[src/rtl/vga_pattern_gen.sv]
// vga_pattern_gen: pixel source for the 1024x768@60 VGA timing block.
// Tracks the active-pixel position from the RGB-enable strobe and emits one
// registered 24-bit RGB word per enabled cycle, chosen from four test
// patterns (colour bars, checkerboard, grey ramp, bouncing box).
module vga_pattern_gen #(
   parameter int H_ACT = 1024,   // active pixels per line (multiple of 8)
   parameter int V_ACT = 768,    // active lines per frame
   parameter int BOX   = 64,     // bouncing-box edge length
   parameter int STEP  = 4       // box displacement per frame per axis
) (
   input  logic        VGA_CLK,
   input  logic        VGA_RST_N,
   input  logic        VGA_VSYNC,
   input  logic        VGA_IF_RGBEN,
   input  logic [1:0]  MODE,
   output logic [23:0] VGA_BUF_RGB,
   output logic        FRAME_TICK
);

   typedef enum logic [1:0] {
      MODE_BARS  = 2'd0,
      MODE_CHECK = 2'd1,
      MODE_GREY  = 2'd2,
      MODE_BOX   = 2'd3
   } mode_e;

   // One bouncing-box axis: position and direction (0 = increasing).
   typedef struct packed {
      logic [10:0] pos;
      logic        dir;
   } axis_t;

   localparam logic [10:0] X_LAST   = 11'(H_ACT - 1);
   localparam logic [10:0] Y_LAST   = 11'(V_ACT - 1);
   localparam logic [10:0] BAR_LAST = 11'(H_ACT / 8 - 1);
   localparam logic [11:0] BX_MAX   = 12'(H_ACT - BOX);
   localparam logic [11:0] BY_MAX   = 12'(V_ACT - BOX);
   localparam logic [11:0] STEP_W   = 12'(STEP);
   localparam logic [11:0] BOX_W    = 12'(BOX);

   localparam logic [23:0] RGB_WHITE = 24'hFFFFFF;
   localparam logic [23:0] RGB_BLACK = 24'h000000;
   localparam logic [23:0] RGB_BLUE  = 24'h0000FF;

   // Position and bar tracking
   logic [10:0] x_q, x_d;
   logic [10:0] y_q, y_d;
   logic [10:0] bar_cnt_q, bar_cnt_d;
   logic [2:0]  bar_idx_q, bar_idx_d;

   // Frame-rate state
   mode_e       mode_q, mode_d;
   axis_t       box_x_q, box_x_d;
   axis_t       box_y_q, box_y_d;

   // Output registers
   logic [23:0] rgb_q, rgb_d;
   logic        tick_q, tick_d;

   logic        line_end;
   logic        frame_end;
   logic        in_box;
   logic [23:0] pixel;

   // Advance one step along an axis, bouncing at 0 and at lim without wrap.
   function automatic axis_t step_axis(input axis_t a, input logic [11:0] lim);
      axis_t r;
      r = a;
      if (!a.dir) begin
         if ({1'b0, a.pos} + STEP_W >= lim) begin
            r.pos = lim[10:0];
            r.dir = 1'b1;
         end else begin
            r.pos = a.pos + STEP_W[10:0];
         end
      end else begin
         if ({1'b0, a.pos} <= STEP_W) begin
            r.pos = '0;
            r.dir = 1'b0;
         end else begin
            r.pos = a.pos - STEP_W[10:0];
         end
      end
      return r;
   endfunction

   // Colour for a given bar index, left to right.
   function automatic logic [23:0] bar_colour(input logic [2:0] idx);
      logic [23:0] c;
      case (idx)
         3'd0:    c = 24'hFFFFFF;
         3'd1:    c = 24'hFFFF00;
         3'd2:    c = 24'h00FFFF;
         3'd3:    c = 24'h00FF00;
         3'd4:    c = 24'hFF00FF;
         3'd5:    c = 24'hFF0000;
         3'd6:    c = 24'h0000FF;
         default: c = 24'h000000;
      endcase
      return c;
   endfunction

   assign line_end  = VGA_IF_RGBEN && (x_q == X_LAST);
   assign frame_end = line_end && (y_q == Y_LAST);

   // Position, bar counter and resync: VSYNC low beats RGBEN counting.
   always_comb begin
      // NOTE: every signal gets a default first, so no path leaves it unassigned and no latch is inferred.
      x_d       = x_q;
      y_d       = y_q;
      bar_cnt_d = bar_cnt_q;
      bar_idx_d = bar_idx_q;
      if (!VGA_VSYNC) begin
         x_d       = '0;
         y_d       = '0;
         bar_cnt_d = '0;
         bar_idx_d = '0;
      end else if (VGA_IF_RGBEN) begin
         if (line_end) begin
            x_d       = '0;
            bar_cnt_d = '0;
            bar_idx_d = '0;
            y_d       = (y_q == Y_LAST) ? 11'd0 : y_q + 11'd1;
         end else begin
            x_d = x_q + 11'd1;
            if (bar_cnt_q == BAR_LAST) begin
               bar_cnt_d = '0;
               bar_idx_d = bar_idx_q + 3'd1;
            end else begin
               bar_cnt_d = bar_cnt_q + 11'd1;
            end
         end
      end
   end

   // Mode latch and box motion: only at frame end (mode also while VSYNC low).
   always_comb begin
      mode_d  = mode_q;
      box_x_d = box_x_q;
      box_y_d = box_y_q;
      if (frame_end || !VGA_VSYNC) begin
         mode_d = mode_e'(MODE);
      end
      if (frame_end) begin
         box_x_d = step_axis(box_x_q, BX_MAX);
         box_y_d = step_axis(box_y_q, BY_MAX);
      end
   end

   // Pattern selection for the current (X,Y); box uses start-of-frame position.
   always_comb begin
      in_box = (x_q >= box_x_q.pos) && ({1'b0, x_q} < {1'b0, box_x_q.pos} + BOX_W) &&
               (y_q >= box_y_q.pos) && ({1'b0, y_q} < {1'b0, box_y_q.pos} + BOX_W);
      case (mode_q)
         MODE_BARS:  pixel = bar_colour(bar_idx_q);
         MODE_CHECK: pixel = (x_q[5] ^ y_q[5]) ? RGB_BLACK : RGB_WHITE;
         MODE_GREY:  pixel = {3{x_q[9:2]}};
         default:    pixel = in_box ? RGB_WHITE : RGB_BLUE;
      endcase
      rgb_d  = VGA_IF_RGBEN ? pixel : RGB_BLACK;
      tick_d = frame_end;
   end

   // State and output registers, cleared asynchronously.
   always_ff @(posedge VGA_CLK or negedge VGA_RST_N) begin
      if (!VGA_RST_N) begin
         x_q       <= '0;
         y_q       <= '0;
         bar_cnt_q <= '0;
         bar_idx_q <= '0;
         mode_q    <= MODE_BARS;
         box_x_q   <= '0;
         box_y_q   <= '0;
         rgb_q     <= '0;
         tick_q    <= 1'b0;
      end else begin
         // NOTE: non-blocking assignments so every flop samples pre-edge values.
         x_q       <= x_d;
         y_q       <= y_d;
         bar_cnt_q <= bar_cnt_d;
         bar_idx_q <= bar_idx_d;
         mode_q    <= mode_d;
         box_x_q   <= box_x_d;
         box_y_q   <= box_y_d;
         rgb_q     <= rgb_d;
         tick_q    <= tick_d;
      end
   end

   assign VGA_BUF_RGB = rgb_q;
   assign FRAME_TICK  = tick_q;

endmodule

[config.mk]
export PLATFORM = sky130hd
export DESIGN_NAME = vga_pattern_gen
export DESIGN_NICKNAME = d
export VERILOG_FILES = /design/src/rtl/vga_pattern_gen.sv
export SDC_FILE = /design/constraint.sdc
export NUM_CORES = 1
export LEC_CHECK = 0
export CORE_MARGIN = 5
export CORE_UTILIZATION = 60
export CTS_CLUSTER_SIZE = 40
export DETAILED_ROUTE_END_ITERATION = 10
export PLACE_DENSITY = 0.8
export SETUP_SLACK_MARGIN = 0.5
export SKIP_CTS_REPAIR_TIMING = 1
export SYNTH_ARGS = -nofsm -noshare
export SYNTH_HDL_FRONTEND = slang
export SYNTH_SLANG_ARGS = --single-unit
export TNS_END_PERCENT = 5
[constraint.sdc]
create_clock -name VGA_CLK -period 3.25 [get_ports VGA_CLK]
set_input_delay 0.4875 -clock VGA_CLK [delete_from_list [all_inputs] [get_ports VGA_CLK]]
set_output_delay 0.4875 -clock VGA_CLK [all_outputs]
set_load 0.005 [all_outputs]
==> impl_metrics.env <==
export IMPL_fin_skew_ps=9.21
export IMPL_post_route_cell_area_sq_mm=0.00610
export IMPL_gr_usage_all_layers=0.246
export IMPL_cts_tree="built"
export IMPL_initial_core_util=0.606
export IMPL_die_area_sq_mm=0.0112
export IMPL_p_sw_uw=551
export IMPL_drive_gt1_frac=0.0781
export IMPL_clk_latency_ps=360
export IMPL_worstPathMaxFanout=16
export IMPL_cp_arrival_ps=2850
export IMPL_min_period_ps=2620
export IMPL_drv_slew=0
export IMPL_fin_crit_sh=0.805
export IMPL_io_pins=31
export IMPL_fmaxAchievable_mhz=382
export IMPL_antennaDiodeCount=0
export IMPL_wl_per_cell_um=17.8
export IMPL_syn_avg_cell_area_sq_um=8.97
export IMPL_clk_pin_slew_ps=90
export IMPL_root_buffer="clkbuf_8"
export IMPL_setup_viol=0
export IMPL_synth_warnings=0
export IMPL_syn_area_sq_mm=0.00552
export IMPL_p_int_uw=1530
export IMPL_critPathCaptureType="register"
export IMPL_numCtsBuffers=9
export IMPL_die_x_um=106
export IMPL_grt_pass1_vias=4609
export IMPL_synthFlopType="dfrtp_1"
export IMPL_dpl_instance_area_sq_mm=0.00588
export IMPL_finalHoldViolations=0
export IMPL_yosys_area_top_type="dfrtp_1"
export IMPL_grt_pass1_wl_um=22400
export IMPL_yosysUniqueCellTypes=69
export IMPL_core_sq_mm=0.00911
export IMPL_h_tree_depth=3
export IMPL_ys_seq_area_frac=0.376
export IMPL_grt_overflow=0
export IMPL_die_y_um=106
export IMPL_ir_drop_mv=0.245
export IMPL_rows=35
export IMPL_drc=0
export IMPL_max_cap_violations=0
export IMPL_antenna_left=0
export IMPL_synth_seq_cells=83
export IMPL_netlist_instances=616
export IMPL_wl_um=13400
export IMPL_async_flop_share=1.00
export IMPL_viasPerCell=6.42
export IMPL_hold_path_class="in -> async"
export IMPL_clockPowerShare=0.385
export IMPL_dr_total_vias=4818
export IMPL_switching_share=0.265
export IMPL_clockBufferDepth=2
export IMPL_worst_pin_slew_ps=1080
export IMPL_combPwrFrac=0.089
export IMPL_syn_num_nets=671
export IMPL_antenna_found_initial=0
export IMPL_place_congestion=0.962
export IMPL_seqPwrFrac=0.526
export IMPL_grt_max_degree=84
export IMPL_synth_edf_count=0
export IMPL_finalNetCount=690
export IMPL_rsz0062_at_grt="false"
export IMPL_numPortBuffers=30
export IMPL_power_density_mw_per_mm2=341
export IMPL_yosysTopAreaCellShare=0.376
export IMPL_first_iter_violations=325
export IMPL_startpoint_type="register"
export IMPL_crit_type="reg -> reg"
export IMPL_dp_hpwl_um=9500
export IMPL_slew_headroom=0.274
export IMPL_p_leak_uw=0.00263
export IMPL_synth_area_leaders="dfrtp_1 (38%), ha_1 (11%), a21oi_1 (3.9%)"
export IMPL_outcome="finished clean"
export IMPL_syn2layout_area_growth_pct=10.4
export IMPL_firstDrtPassIters=5
export IMPL_fin_tns_setup_ps=0
export IMPL_worstPathRequired_ps=3480
export IMPL_clock_sinks=83
## per-layer routing
layer / part of all wire / vias up / GRT usage / wire [um]
met5: 0 / - / 0 / 0
met4: 0.020 / 0 / 0.0925 / 266
met3: 0.063 / 28 / 0.0407 / 846
met2: 0.49 / 184 / 0.400 / 6490
met1: 0.43 / 2353 / 0.331 / 5770
li1: - / 2253 / - / -
## placed cells by master, fill, tap and decap left out, types with 3 or more instances in the layout
cell type and n:
dfrtp_1 82, ha_1 49, a21oi_1 43, nor2_1 42, nand2_1 39, o21ai_0 38
inv_1 37, nor3_1 36, nand3_1 30, clkdlybuf4s50_1 29, xnor2_1 17, xor2_1 15
buf_4 14, nand4_1 13, a21boi_0 11, nor2b_1 10, clkbuf_8 9, and2_1 8
and3_1 7, o21ai_1 7, a31oi_1 7, or3_1 6, o211ai_1 5, o31ai_1 5
and4_1 4, a211oi_1 4, o21a_1 4, nand2b_1 3, o22ai_1 3, mux2_2 3
## critical path, cell delays in order, from the launching register on
cell,delay [ps]
dfrtp_1,430
buf_4,170
inv_1,120
ha_1,300
inv_1,40
ha_1,290
nor2b_1,120
o21ai_0,130
a2111o_1,460
o41ai_2,60
buf_4,270
nor3_1,80
## flip-flops by register name (all words and copies together) (netlist names)
name         cells
bar_idx_q        3
y_q             11
box_y_q         10
VGA_BUF_RGB     24
bar_cnt_q       11
FRAME_TICK       1
x_q             11
mode_q           2
box_x_q         10
## power groups by stage
stage / Clock (uW) / Combinational, uW / Sequential (uW)
finish: 801 / 186 / 1100
global route: 859 / 207 / 1100
CTS: 809 / 187 / 1090
detailed placement: 0 / 187 / 1120
global placement: 0 / 180 / 1110
floorplan: 0 / 79.6 / 1110
## synthesized netlist by cell type (all sizes together) (3+ instances only)
library cell / instances
nand2b: 3
dfrtp: 83
or3: 6
o22ai: 4
o31ai: 5
xor2: 15
nor2: 42
o21a: 4
o41ai: 3
and3: 7
a21oi: 43
nand4: 15
a211oi: 5
a21boi: 11
inv: 38
nand2: 40
and2: 8
nor4: 3
mux2: 3
buf: 20
and4: 6
xnor2: 17
nand3: 30
clkbuf: 15
nor2b: 10
o211ai: 6
a31oi: 8
ha: 49
nor3: 37
o21ai: 46
## stage by stage
step	util	worst slack (ps)	power (uW)	hold WS (ps)	instances
final	0.670	635	2080	283	751
after CTS	0.668	282	2090	344	751
after global routing	0.670	502	2170	397	751
after detailed placement	0.645	300	1300	545	735
after global placement	0.645	407	1290	521	735
after floorplan	-	707	1190	192	616
## cell type report
| cell class | instances | area [sq um] |
|---|---|---|
| Sequential cell | 83 | 2080 |
| Inverter | 39 | 146 |
| Clock inverter | 7 | 83.8 |
| Timing Repair Buffer | 43 | 395 |
| Fill cell | 742 | 3010 |
| Clock buffer | 9 | 124 |
| Multi-Input combinational cell | 459 | 3130 |
| Tap cell | 111 | 139 |
## logic make-up (layout without fill, tap and decap cells)
logic type,Yosys count,count (layout),share of synthesized area
muxes,5,5,0.00974
DFF,83,83,0.376
and+or+nand+nor,213,213,0.206
AOI/OAI and AO/OA,160,160,0.187
buffers and inverters,74,98,0.0596
xor gates and xnor gates,32,32,0.0507
adders and majority gates,49,49,0.111
## path summary, 6_finish.rpt
| kind | startpoint | cells after the start | end | slack, ps |
|---|---|---|---|---|
| worst min register to register | bar_cnt_q[10] | 2 | bar_cnt_q[10] | 560 |
| min in group VGA_CLK | bar_cnt_q[10] | 2 | bar_cnt_q[10] | 560 |
| max in group asynchronous | VGA_RST_N | 1 | box_x_q[7] | 2210 |
| worst min-delay path | VGA_RST_N | 1 | VGA_BUF_RGB[20] | 280 |
| worst max register to register | box_y_q[7] | 11 | VGA_BUF_RGB[16] | 630 |
| worst max-delay path | box_y_q[7] | 11 | VGA_BUF_RGB[16] | 630 |
(Power assumes the default switching activity.)
